$ cat src/rtl/muladd_dot_acc.sv
`default_nettype none
// ============================================================================
// Module   : muladd_dot_acc
// Purpose  : Streaming multi-lane signed dot product accumulator with
//            arithmetic shift, optional ReLU and saturating output.
// Revision : 1.0 - initial release
// ============================================================================
module muladd_dot_acc #(
    parameter int DW      = 16,
    parameter int LANES   = 2,
    parameter int LEN_MAX = 256,
    parameter int SHIFT   = 8,
    parameter int ACCW    = 2*DW + $clog2(LANES*LEN_MAX) + 1
) (
    input  logic                  clk_pe,
    input  logic                  rst,
    input  logic [15:0]           cfg_len_i,
    input  logic                  cfg_relu_i,
    input  logic                  in_valid_i,
    output logic                  in_ready_o,
    input  logic [LANES*DW-1:0]   in_a_i,
    input  logic [LANES*DW-1:0]   in_b_i,
    output logic                  out_valid_o,
    input  logic                  out_ready_i,
    output logic [DW-1:0]         out_data_o,
    output logic                  out_ovf_o,
    output logic                  busy_o
);

    localparam int CNTW = $clog2(LEN_MAX + 1);
    localparam logic signed [ACCW-1:0] c_sat_max = {{(ACCW-DW+1){1'b0}}, {(DW-1){1'b1}}};
    localparam logic signed [ACCW-1:0] c_sat_min = {{(ACCW-DW+1){1'b1}}, {(DW-1){1'b0}}};

    typedef enum logic [1:0] {
        S_IDLE = 2'd0,
        S_ACC  = 2'd1,
        S_OUT  = 2'd2
    } state_t;

    state_t                  r_state;
    state_t                  w_state_nxt;
    logic signed [ACCW-1:0]  r_acc;
    logic signed [ACCW-1:0]  w_acc_nxt;
    logic [CNTW-1:0]         r_cnt;
    logic [CNTW-1:0]         w_cnt_nxt;
    logic [CNTW-1:0]         r_len;
    logic [CNTW-1:0]         w_len_nxt;
    logic [CNTW-1:0]         w_len_cfg;
    logic                    r_relu;
    logic                    w_relu_nxt;
    logic                    r_in_ready;
    logic [DW-1:0]           r_out_data;
    logic                    r_out_ovf;
    logic                    w_load_out;
    logic                    w_accept;
    logic signed [ACCW-1:0]  w_beat_sum;
    logic [DW:0]             w_result;

    // Returns {ovf, data}: floor shift, optional ReLU, then clamp to DW bits.
    function automatic logic [DW:0] f_result(input logic signed [ACCW-1:0] acc,
                                             input logic                   relu);
        logic signed [ACCW-1:0] v;
        v = acc >>> SHIFT;
        if (relu && v[ACCW-1]) begin
            v = '0;
        end
        if (v > c_sat_max) begin
            f_result = {1'b1, c_sat_max[DW-1:0]};
        end else if (v < c_sat_min) begin
            f_result = {1'b1, c_sat_min[DW-1:0]};
        end else begin
            f_result = {1'b0, v[DW-1:0]};
        end
    endfunction

    assign w_accept = in_valid_i && r_in_ready;

    always_comb begin : p_beat_sum
        logic signed [DW-1:0]   v_a;
        logic signed [2*DW-1:0] v_prod;
        logic signed [DW-1:0]   v_b;
        w_beat_sum = '0;
        v_a        = '0;
        v_b        = '0;
        v_prod     = '0;
        for (int l = 0; l < LANES; l++) begin
            v_a        = in_a_i[l*DW +: DW];
            v_b        = in_b_i[l*DW +: DW];
            v_prod     = (2*DW)'(v_a) * (2*DW)'(v_b);
            w_beat_sum = w_beat_sum + ACCW'(v_prod);
        end
    end

    // A zero length still produces one beat; oversize lengths clamp to LEN_MAX.
    always_comb begin
        if (cfg_len_i == '0) begin
            w_len_cfg = CNTW'(1);
        end else if (32'(cfg_len_i) > LEN_MAX) begin
            w_len_cfg = CNTW'(LEN_MAX);
        end else begin
            w_len_cfg = CNTW'(cfg_len_i);
        end
    end

    always_comb begin
        w_state_nxt = r_state;
        w_acc_nxt   = r_acc;
        w_cnt_nxt   = r_cnt;
        w_len_nxt   = r_len;
        w_relu_nxt  = r_relu;
        w_load_out  = 1'b0;
        case (r_state)
            S_IDLE: begin
                if (w_accept) begin
                    w_len_nxt  = w_len_cfg;
                    w_relu_nxt = cfg_relu_i;
                    w_acc_nxt  = w_beat_sum;
                    w_cnt_nxt  = CNTW'(1);
                    if (w_len_cfg == CNTW'(1)) begin
                        w_state_nxt = S_OUT;
                        w_load_out  = 1'b1;
                    end else begin
                        w_state_nxt = S_ACC;
                    end
                end
            end
            S_ACC: begin
                if (w_accept) begin
                    w_acc_nxt = r_acc + w_beat_sum;
                    w_cnt_nxt = r_cnt + CNTW'(1);
                    if (r_cnt + CNTW'(1) == r_len) begin
                        w_state_nxt = S_OUT;
                        w_load_out  = 1'b1;
                    end
                end
            end
            S_OUT: begin
                if (out_ready_i) begin
                    w_state_nxt = S_IDLE;
                end
            end
            default: begin
                w_state_nxt = S_IDLE;
            end
        endcase
    end

    // Result is formed from the final accumulator value so it is ready with out_valid_o.
    assign w_result = f_result(w_acc_nxt, w_relu_nxt);

    always_ff @(posedge clk_pe or posedge rst) begin
        if (rst) begin
            r_state    <= S_IDLE;
            r_acc      <= '0;
            r_cnt      <= '0;
            r_len      <= '0;
            r_relu     <= 1'b0;
            r_in_ready <= 1'b0;
            r_out_data <= '0;
            r_out_ovf  <= 1'b0;
        end else begin
            r_state    <= w_state_nxt;
            r_acc      <= w_acc_nxt;
            r_cnt      <= w_cnt_nxt;
            r_len      <= w_len_nxt;
            r_relu     <= w_relu_nxt;
            r_in_ready <= (w_state_nxt != S_OUT);
            if (w_load_out) begin
                {r_out_ovf, r_out_data} <= w_result;
            end
        end
    end

    assign in_ready_o  = r_in_ready;
    assign out_valid_o = (r_state == S_OUT);
    assign out_data_o  = r_out_data;
    assign out_ovf_o   = r_out_ovf;
    assign busy_o      = (r_state != S_IDLE);

endmodule
`default_nettype wire

$ cat config.mk
export PLATFORM = sky130hd
export DESIGN_NAME = muladd_dot_acc
export DESIGN_NICKNAME = d
export VERILOG_FILES = /design/src/rtl/muladd_dot_acc.sv
export SDC_FILE = /design/constraint.sdc
export NUM_CORES = 2
export LEC_CHECK = 0
export CAP_MARGIN = 20
export CORE_MARGIN = 2
export CORE_UTILIZATION = 65
export DETAILED_ROUTE_END_ITERATION = 16
export GPL_TIMING_DRIVEN = 0
export PLACE_DENSITY = 0.85
export SLEW_MARGIN = 20
export SYNTH_ARGS = -nofsm -noshare
export SYNTH_HDL_FRONTEND = slang
export SYNTH_SLANG_ARGS = --single-unit
$ cat constraint.sdc
create_clock -name clk_pe -period 4.3 [get_ports clk_pe]
set_clock_uncertainty 0.1 [all_clocks]
set_input_delay 0.86 -clock clk_pe [delete_from_list [all_inputs] [get_ports clk_pe]]
set_output_delay 0.86 -clock clk_pe [all_outputs]
set_load 0.01 [all_outputs]
# After elaboration in Yosys (flattened, before gate mapping)
# Cells that the tools add are included.
# word_totals
ff_bits,81
in_bits,85
output_inout_bits,20
# classes
add_sub_neg,3
multipliers,2
magnitude_cmp,3
eq_ne,7
muxes,24
n_reduce_logical,8
# op_table
operator,n
42-bit 2-to-1 mux,3
42-bit case mux with 2 select lines,1
16-bit by 16-bit multiplier with 32-bit output,2
42-bit by 33-bit adder with 42-bit output,1
"42-bit by 16-bit > comparator with 1-bit output, second input constant",1
"42-bit by 16-bit less-than comparator with 1-bit output, second input constant",1
9-bit 2-to-1 mux,4
17-bit 2-to-1 mux,2
32-bit by 32-bit adder with 33-bit output,1
9-bit case mux with 2 select lines,1
"16-bit by 9-bit > comparator with 1-bit output, second input constant",1
16-bit logical NOT,1
2-bit 2-to-1 mux,5
"9-bit by 1-bit adder with 9-bit output, second input constant",1
"9-bit by 1-bit == test with 1-bit output, second input constant",1
9-bit == test,1
1-bit 2-to-1 mux,6
"2-bit != test, second input constant",3
2-bit case mux with 3 select lines,1
2-bit nonzero test,2
3-bit AND reduction,1
"2-bit by 1-bit == test with 1-bit output, second input constant",1
"2-bit == test, second input constant",1
1-bit logical AND,2
other kinds (3),3

# Logic depth before layout (Yosys ltp)
# depth
word_depth,10
ltp_mapped,43
mapped_depth_nobuf,39

# Worst setup path before layout
# No wires, ideal clock.
# synth_timing
path_kind,input-to-reg
startpoint,input port in_a_i[31]
endpoint,register r_out_data[1] (netlist: out_data_o[1])
setup_ns,0.132
arrival_ns,10.414
t_required_ns,4.068
setup_slack_ns,-6.345
cell_stages,38
n_path_buf,3
cell_sequence,clkbuf_1 > nand2_1 > fa_1 > inv_1 > fa_1 > inv_1 > fa_1 > inv_1 > fa_1 > fa_1 > fa_1 > fa_1 > inv_1 > fa_1 > inv_1 > ha_1 > a21oi_1 > a21oi_1 > (+2 left out) > o21bai_1 > nor2b_1 > xnor2_1 > ha_1 > buf_2 > nand4_2 > or4_1 > or2_0 > o22ai_2 > o21a_1 > nor3_1 > a221o_1 > or4_4 > nor4_4 > nand4b_4 > buf_6 > nor2_1 > o21ai_1
# synth_rtl
item,line_no,source
start: declaration,21,"input logic [LANES*DW-1:0] in_a_i,"
16-bit by 16-bit multiplier with 32-bit output *,89,v_prod = (2*DW)'(v_a) * (2*DW)'(v_b);
32-bit by 32-bit adder with 33-bit output *,90,w_beat_sum = w_beat_sum + ACCW'(v_prod);
42-bit by 33-bit adder with 42-bit output,129,w_acc_nxt = r_acc + w_beat_sum;
42-bit 2-to-1 mux,128,if (w_accept) begin
42-bit case mux with 2 select lines *,112,case (r_state)
net w_acc_nxt[31],43,logic signed [ACCW-1:0] w_acc_nxt;
42-bit 2-to-1 mux *,64,if (relu && v[ACCW-1]) begin
42-bit by 16-bit less-than comparator with 1-bit output,69,end else if (v < c_sat_min) begin
17-bit 2-to-1 mux,69,
17-bit 2-to-1 mux *,67,if (v > c_sat_max) begin
end signal: assignment,169,"{r_out_ovf, r_out_data} <= w_result;"
end: declaration,52,logic [DW-1:0] r_out_data;
# Mark *: on every way through the listed nets, which the timed path passes. The rest lies on a longest branch. The select of a mux whose other input is x is not followed.
# A chain may end at the register's enable or synchronous reset.

# Worst setup path after layout
# Same ends and word-level chain as after synthesis.

==> results.txt <==
Final Instance Area -> 0.03440 mm^2
ys async rst share -> 100.0%
Overflow after GRT -> 0
final worst path period share -> 253.0%
clock transition at the registers of the reported paths -> 0.07 ns
Rel. slew slack -> 36.46%
r2r endpoint -> out_data_o[1]
die extent in y -> 207.6 um
Initial Util -> 65.87%
Worst setup EP type -> flop
final worst slack -> -6.578 ns
area grow syn2layout -> 27.61%
Post-synth top flop -> dfrtp_1
worst skew pair latency -> 0.36 ns
status -> finished, violations left
maxcap violations -> 0
Cell Area, Synth -> 0.02696 mm^2
critical path fanouts, max -> 7
I/O pin count -> 105
synth top area cells -> fa_1, inv_1, ha_1
core area -> 0.04092 mm^2
largest area contributor in the netlist -> fa_1
Post-synth top cells -> inv_1, fa_1, nand2_1, and2_1, ha_1
hold path depth -> 2
Root Buffer -> clkbuf_16
Die Width -> 207.6 um
R2R Setup Slk -> -0.19 ns
final net count -> 4174
endpoints failing hold -> 0
top-count cell post-synth -> inv_1
share of cells above drive strength 1 -> 24.92%
via count -> 24210
Critical Setup Path Class -> input pin to flop
Worst Path Required -> 4.44 ns
RD Place Congestion -> 0.9748
post-route DRC violation count -> 0
Ys Warns -> 0
Hold-fix buffers, CTS -> 0
Final min period -> 10.88 ns
EDFF count, synth -> 0
syn_nets -> 3848
largest net degree at the start of global routing -> 54
Post-Route Setup TNS -> -280.36 ns
Final setup viols -> 56
post-synth top area share -> 43.44%
sequential fraction of the synthesis area -> 7.519%
fmax -> 91.93 MHz
syn_area_per_cell -> 9.025 um^2
CTS sink count -> 81
Clock Path Buffers -> 2
final HPWL from detailed placement -> 66860 um
post-synth cell types -> 94
Hold Startpoint -> r_relu
worst hold endpoint -> r_relu
drt initial violations -> 2500
RR Startpoint -> r_acc[1]
slowest stage delay, CP -> 0.60 ns
Row Count -> 74
Synth Register Bits -> 81
final max-slew violation count -> 0
buffers added on ports -> 104
WL final -> 94910 um
Hold WC Path Type -> flop to flop
Worst-Margin Slew -> 0.9531 ns
first-pass GRT wire length -> 134800 um
Worst Path Arrival -> 11.02 ns
vias per cell -> 6.284
failing checks -> setup timing
Worst path slowest cell -> fa_1
dpl cell area -> 0.02968 mm^2
CTS tree -> done
Tot GR Track Use -> 40.56%
RSZ-0062 raised after global routing -> true
Final ANT Viol Nets -> 0
Detailed Routing Iterations Pass 1 -> 7
cts bufs inserted -> 9
worst reg2reg path depth -> 15
H-tree depth -> 3
initial antenna violation count -> 3
number of global-route vias before repair -> 25080
Die ar. -> 0.04312 mm^2
Routed WL per cell -> 24.64 um
Mapped Cells -> 2987
CP startpoint kind -> input pin
## area by class of cell
type	instances	area, um^2
Inverter	650	2451
Clock buffer	9	225.2
Multi-Input combinational cell	2141	24500
Buffer	109	1465
Sequential cell	81	2027
Fill cell	2166	6524
Clock inverter	7	101.3
Antenna cell	2	5.005
Tap cell	532	665.6
Timing Repair Buffer	321	2957
## cells in the final DEF (no fill, tap or decap), types with 15 or more instances in the layout
cell type | Yosys | routed
ha_1 | 191 | 134
and2_1 | 285 | 256
a21oi_1 | 77 | 35
ha_4 | 0 | 52
nand3_1 | 25 | 20
fa_1 | 585 | 540
buf_6 | 2 | 66
dfrtp_1 | 81 | 81
o21ai_2 | 1 | 16
nand4_1 | 17 | 17
a21oi_2 | 1 | 29
o21ai_1 | 14 | 38
clkdlybuf4s50_1 | 0 | 40
xnor2_1 | 64 | 47
xor2_1 | 21 | 16
clkbuf_16 | 0 | 31
nand2_1 | 341 | 316
a21o_1 | 24 | 21
buf_8 | 0 | 32
buf_12 | 0 | 18
inv_1 | 650 | 603
nor2_1 | 113 | 91
o21a_1 | 17 | 17
clkbuf_1 | 88 | 16
and2_4 | 1 | 30
fa_2 | 0 | 45
nor4_1 | 25 | 16
nand2_2 | 0 | 18
o21ai_0 | 79 | 31
buf_4 | 6 | 192
nor2_2 | 1 | 15
nor3_1 | 38 | 30
inv_2 | 0 | 43
## cell families after synthesis
group	Yosys count	share of synthesized area [%]
AOI/OAI and AO/OA	341	8.540
xor gates and xnor gates	86	2.822
adders and majority gates	776	52.31
buffers and inverters	765	10.87
DFF	81	7.519
muxes	16	0.6080
and+or+nand+nor	922	17.33
## worst max-delay path by stage
stage	startpoint	end
5_1_grt	in_a_i[31]	out_data_o[12]
3_3_place_gp	in_a_i[24]	out_data_o[4]
2_1_floorplan	in_b_i[21]	out_data_o[1]
6_report	in_a_i[31]	out_data_o[1]
4_1_cts	in_a_i[3]	out_data_o[4]
3_5_place_dp	in_b_i[12]	out_data_o[4]
## per-layer routing
metal / track usage [%] / share of wire, % / up-vias
met4: 17.49 / 7.2 / 0
li1: - / - / 9808
met3: 8.260 / 11 / 526
met1: 53.23 / 35 / 12190
met5: 0 / 0 / -
met2: 66.02 / 47 / 1683
## timing repair
item	in CTS	in global routing
setup endpoints to repair	57	57
pin swaps	81	192
setup buffers	100	111
gates cloned	2	4
gates resized for setup	645	367
## per-stage QoR
step	utilization (%)	worst slack (ns)	instances	hold WS, ns
4_1_cts	78.27	-6.255	3739	0.3972
3_3_place_gp	72.46	-7.997	3623	0.3613
5_1_grt	84.05	-6.755	3850	0.4276
2_1_floorplan	-	-5.871	2987	0.3416
3_5_place_dp	72.51	-8.121	3624	0.3801
6_report	84.06	-6.578	3852	0.3923
## flip-flops by register name, summed over array words and instances (netlist names)
register,count
in_ready_o,1
out_data_o,16
r_state,2
r_cnt,9
out_ovf_o,1
r_relu,1
r_acc,42
r_len,9
## critical path: cells and delay by family
family                     cells  cell delay [ns]
and+or+nand+nor               10             2.41
xor gates and xnor gates       1             0.16
buffers and inverters         13             1.52
AOI/OAI and AO/OA              7             1.23
adders and majority gates     10             4.81
Power is left out: the tool's default activity adds up to more than one toggle a clock period on the data nets, which glitch-free logic cannot reach.
